===== src/rtl/mips_cpu_pkg.sv =====
// mips_cpu_pkg: shared arbiter state type, requester indices and Avalon byteenable constants
package mips_cpu_pkg;
  typedef enum logic [1:0] {IDLE = 2'd0, GNT0 = 2'd1, GNT1 = 2'd2} arb_state_t;
  localparam int REQ_FETCH = 0;
  localparam int REQ_DATA = 1;
  localparam logic [3:0] BE_WORD = 4'b1111;
  localparam logic [3:0] BE_HALF = 4'b0011;
  localparam logic [3:0] BE_BYTE = 4'b0001;
endpackage


===== src/rtl/mips_cpu_rr_pick.sv =====
// mips_cpu_rr_pick: 2-way round-robin picker; i_req requests, i_last previous winner, o_pick one-hot winner (tie goes to the one that did not win last)
module mips_cpu_rr_pick (
  input  logic [1:0] i_req,
  input  logic       i_last,
  output logic [1:0] o_pick
);
  always_comb o_pick = (&i_req) ? (i_last ? 2'b01 : 2'b10) : i_req;
endmodule


===== src/rtl/mips_cpu_bus_arbiter.sv =====
// mips_cpu_bus_arbiter: shares one Avalon master between fetch (r0) and data (r1) slaves with locked round-robin grants, grant/bus_timeout/proto_err status
import mips_cpu_pkg::*;
module mips_cpu_bus_arbiter #(
  parameter int TIMEOUT = 1024
) (
  input  logic        clk,
  input  logic        rst,
  input  logic [31:0] r0_address,
  input  logic        r0_read,
  input  logic        r0_write,
  input  logic [31:0] r0_writedata,
  input  logic [3:0]  r0_byteenable,
  output logic [31:0] r0_readdata,
  output logic        r0_waitrequest,
  input  logic [31:0] r1_address,
  input  logic        r1_read,
  input  logic        r1_write,
  input  logic [31:0] r1_writedata,
  input  logic [3:0]  r1_byteenable,
  output logic [31:0] r1_readdata,
  output logic        r1_waitrequest,
  output logic [31:0] address,
  output logic        read,
  output logic        write,
  output logic [31:0] writedata,
  output logic [3:0]  byteenable,
  input  logic        waitrequest,
  input  logic [31:0] readdata,
  output logic [1:0]  grant,
  output logic        bus_timeout,
  output logic        proto_err
);
  localparam int CW = $clog2(TIMEOUT + 2);
  arb_state_t r_state, w_next;
  logic          r_last, r_timeout, r_proto;
  logic [CW-1:0] r_cnt, w_cnt_nxt;
  logic [1:0]    w_req, w_pick;
  logic          w_g0, w_g1, w_rd, w_wr, w_stall;
  assign w_req = {r1_read | r1_write, r0_read | r0_write};
  assign w_g0 = r_state == GNT0;
  assign w_g1 = r_state == GNT1;
  mips_cpu_rr_pick u_pick (.i_req(w_req), .i_last(r_last), .o_pick(w_pick));
  always_comb begin
    w_rd = w_g0 ? r0_read : w_g1 & r1_read;
    w_wr = w_g0 ? r0_write : w_g1 & r1_write;
    address = w_g0 ? r0_address : w_g1 ? r1_address : '0;
    writedata = w_g0 ? r0_writedata : w_g1 ? r1_writedata : '0;
    byteenable = w_g0 ? r0_byteenable : w_g1 ? r1_byteenable : '0;
    write = w_wr;
    read = w_rd & ~w_wr;
    grant = {w_g1, w_g0};
    r0_waitrequest = ~(w_g0 & ~waitrequest);
    r1_waitrequest = ~(w_g1 & ~waitrequest);
    r0_readdata = readdata;
    r1_readdata = readdata;
    w_stall = (w_rd | w_wr) & waitrequest;
    w_cnt_nxt = w_stall ? ((r_cnt == CW'(TIMEOUT)) ? r_cnt : r_cnt + CW'(1)) : '0;
    w_next = (r_state == IDLE) ? (w_pick[REQ_FETCH] ? GNT0 : w_pick[REQ_DATA] ? GNT1 : IDLE)
           : w_stall ? r_state : IDLE;
  end
  always_ff @(posedge clk) begin
    if (rst) begin
      r_state <= IDLE;
      r_last <= 1'b1;
      r_cnt <= '0;
      r_timeout <= 1'b0;
      r_proto <= 1'b0;
    end else begin
      r_state <= w_next;
      if (r_state == IDLE && |w_pick) r_last <= w_pick[REQ_DATA];
      r_cnt <= w_cnt_nxt;
      r_timeout <= r_timeout | ((TIMEOUT != 0) & w_stall & (w_cnt_nxt == CW'(TIMEOUT)));
      r_proto <= r_proto | (w_rd & w_wr);
    end
  end
  assign bus_timeout = r_timeout;
  assign proto_err = r_proto;
endmodule

===== config.mk =====
export PLATFORM = sky130hd
export DESIGN_NAME = mips_cpu_bus_arbiter
export DESIGN_NICKNAME = d
export VERILOG_FILES = /design/src/rtl/mips_cpu_pkg.sv /design/src/rtl/mips_cpu_rr_pick.sv /design/src/rtl/mips_cpu_bus_arbiter.sv
export SDC_FILE = /design/constraint.sdc
export NUM_CORES = 1
export LEC_CHECK = 0
export ABC_AREA = 0
export CAP_MARGIN = 30
export CORE_AREA = 2 2 121 123
export CTS_CLUSTER_SIZE = 10
export DETAILED_ROUTE_END_ITERATION = 7
export DIE_AREA = 0 0 123 125
export SYNTH_ARGS = -nofsm -noshare
export SYNTH_HDL_FRONTEND = slang
export SYNTH_SLANG_ARGS = --single-unit

===== constraint.sdc =====
create_clock -name clk -period 3.95 [get_ports clk]
set_input_delay 1.185 -clock clk [delete_from_list [all_inputs] [get_ports clk]]
set_output_delay 1.185 -clock clk [all_outputs]
set_load 0.01 [all_outputs]

==> reports/metrics.yaml <==
slew_headroom_pct: 71.65
fmax_mhz: 262.9
synthSimpleGateAreaFrac_pct: 13.80
crit_fanout: 3
drc: 0
cp.required_ps: 2760
synth.largest_area_cell: "a22o_1"
finalCoreUtilization_pct: 28.17
routed_wl_um: 11850
yosys_warnings: 0
antenna_left: 0
row_count: 44
async_flop_share_pct: 0
n_antenna_cell: 0
place_area_mm2: 0.003910
synth_cells: 253
grt_pass1_wl_um: 15750
yosys.area.top_type_share_pct: 30.45
final_area_mm2: 0.004001
worstPathArrival_ps: 2620
synthTopCellsByArea: "a22o_1, buf_4, dfxtp_1"
end_kind: "output pin"
die-area_mm2: 0.01538
fin_crit_ps: 3804
fin_crit_sh_pct: 96.31
final_cells: 580
final.setup.worst_slack_ps: 145.9
drt-wirelength-per-cell_um: 20.42
globalRouteTotalUtil_pct: 14.09
cellPowerDensity_mw_per_mm2: 244.9
hp-start: "bus_timeout"
final_nets: 574
clk_pin_slew_worst_paths_ps: 50
status: "finished clean"
reg2regPathDepth: 4
r2r_end: "bus_timeout"
synth_top_family_by_area: "compound AO/OA/AOI/OAI gates"
dp.final_hpwl_um: 10120
critical_path_class: "in -> out"
htree_levels: 1
slew_viol_final: 0
worst_pin_slew_ps: 425.2
drt_iter0_markers: 64
holdPathStages: 2
place_inst: 576
yosysUniqueCellTypes: 39
hold_viol: 0
synth_edf_count: 0
num_vias: 2405
cts_tree: "yes"
pin_count: 315
r2r-start: "r_state[0]"
grt-ovfl-total: 0
synth_xor_area_share_pct: 3.480
hold_class: "reg -> reg"
cts_sinks: 16
synth_area_mm2: 0.002013
area_delta_synth_final_pct: 98.76
finalSetupTns_ps: 0
core-area_mm2: 0.01420
synth.avg_cell_area_um2: 7.957
vias_per_cell: 4.147
syn_nets: 430
post-place-ws_ps: 25.93
synth_compound_area_share_pct: 35.43
synthMuxAreaShare_pct: 0.9944
clock_path_buffers: 2
critPathLaunchType: "primary input"
skew_ps: 4.001
grt_setup_unrepaired: "false"
dr.pass1.iters: 4
finalWeightedCongestion: 0.7921
synth_flop_cell: "dfxtp_1"
power_uw: 979.8
die_h_um: 125
clk_latency_ps: 250
antenna_found_initial: 1
cap_violations: 0
synth_common_cells: "a22o_1, buf_4, nor2_1"
drive_gt1_share_pct: 4.040
grt_pass1_vias: 2346
die_w_um: 123
setup_viol: 0
cts_buffers: 3
cts-root-buf: "clkbuf_16"
yosysSeqAreaShare_pct: 15.91
grt_max_degree: 41
synthAdderAreaFrac_pct: 1.243
synth_seq_cells: 16
cts_hold_buf: 0
synth_most_common_cell: "a22o_1"
io_buffer_count: 218
whs_ps: 482.5
vdd_drop_max_mv: 0.2538
r2r_slack_ps: 2140
start_util_pct: 14.17
hold_path_end: "bus_timeout"
p_leak_nw: 1.425
## how the worst max path moves through the flow
| stage | slack [ps] | end | cells after the start | startpoint |
|---|---|---|---|---|
| after global placement | 30 | read | 4 | r1_write |
| after detailed placement | 30 | read | 4 | r1_write |
| after floorplan | 1130 | read | 2 | r0_write |
| after global routing | 70 | read | 4 | r1_write |
| after CTS | 30 | read | 4 | r1_write |
| final | 150 | read | 4 | r1_write |
## routing by layer
layer / global-route usage, % / vias to the layer above / share of wire [%]
li1: - / 1150 / -
met1: 16.91 / 1074 / 40
met2: 18.95 / 152 / 39
met3: 12.18 / 27 / 20
met4: 2.941 / 2 / 1.2
met5: 0 / - / 0.14
## layout make-up
type / count / area (µm²)
multi-input cells: 147 / 1124
repair buffers: 222 / 2212
clock buffers: 4 / 88.84
fillers: 1518 / 10200
inverters: 7 / 26.28
well taps: 184 / 230.2
flip-flops and latches: 16 / 320.3
## placed cells by master (no fill, tap or decap), types with 2 or more instances in the layout
cell,instances
mux2i_1,2
nand4_1,3
clkbuf_16,3
ha_1,2
nor3_1,4
xnor2_1,7
a21oi_1,4
dfxtp_1,16
clkdlybuf4s50_1,218
nor2_1,20
a22o_1,70
nand2_1,4
nor2b_4,2
inv_1,7
nand3_1,2
buf_4,4
nor4_1,2
nand2b_1,3
## logic make-up after synthesis
family | count (synthesis)
buf+inv | 90
compound gates | 84
simple gates | 51
flops | 16
xor+xnor | 8
mux | 2
fa+ha+maj | 2
## state kept, by name, indices dropped and copies added, names as in the netlist
name,count
r_last,1
proto_err,1
r_cnt,11
bus_timeout,1
r_state,2
## critical path, stage by stage
cell and delay [ps]:
clkdlybuf4s50_1 440, a22o_1 260, nor2b_2 170, clkdlybuf4s50_1 560
## what timing repair did
action | 4_1_cts | 5_1_grt
setup endpoints to repair | 0 | 1
resized for setup | 0 | 1
buffers inserted | 0 | 0
## power by group
| group | switching, mW | internal (mW) |
|---|---|---|
| combinational | 0.229 | 0.353 |
| clock | 0.0678 | 0.154 |
| sequential | 0.00825 | 0.167 |
Power figures use the tool's default switching activity.
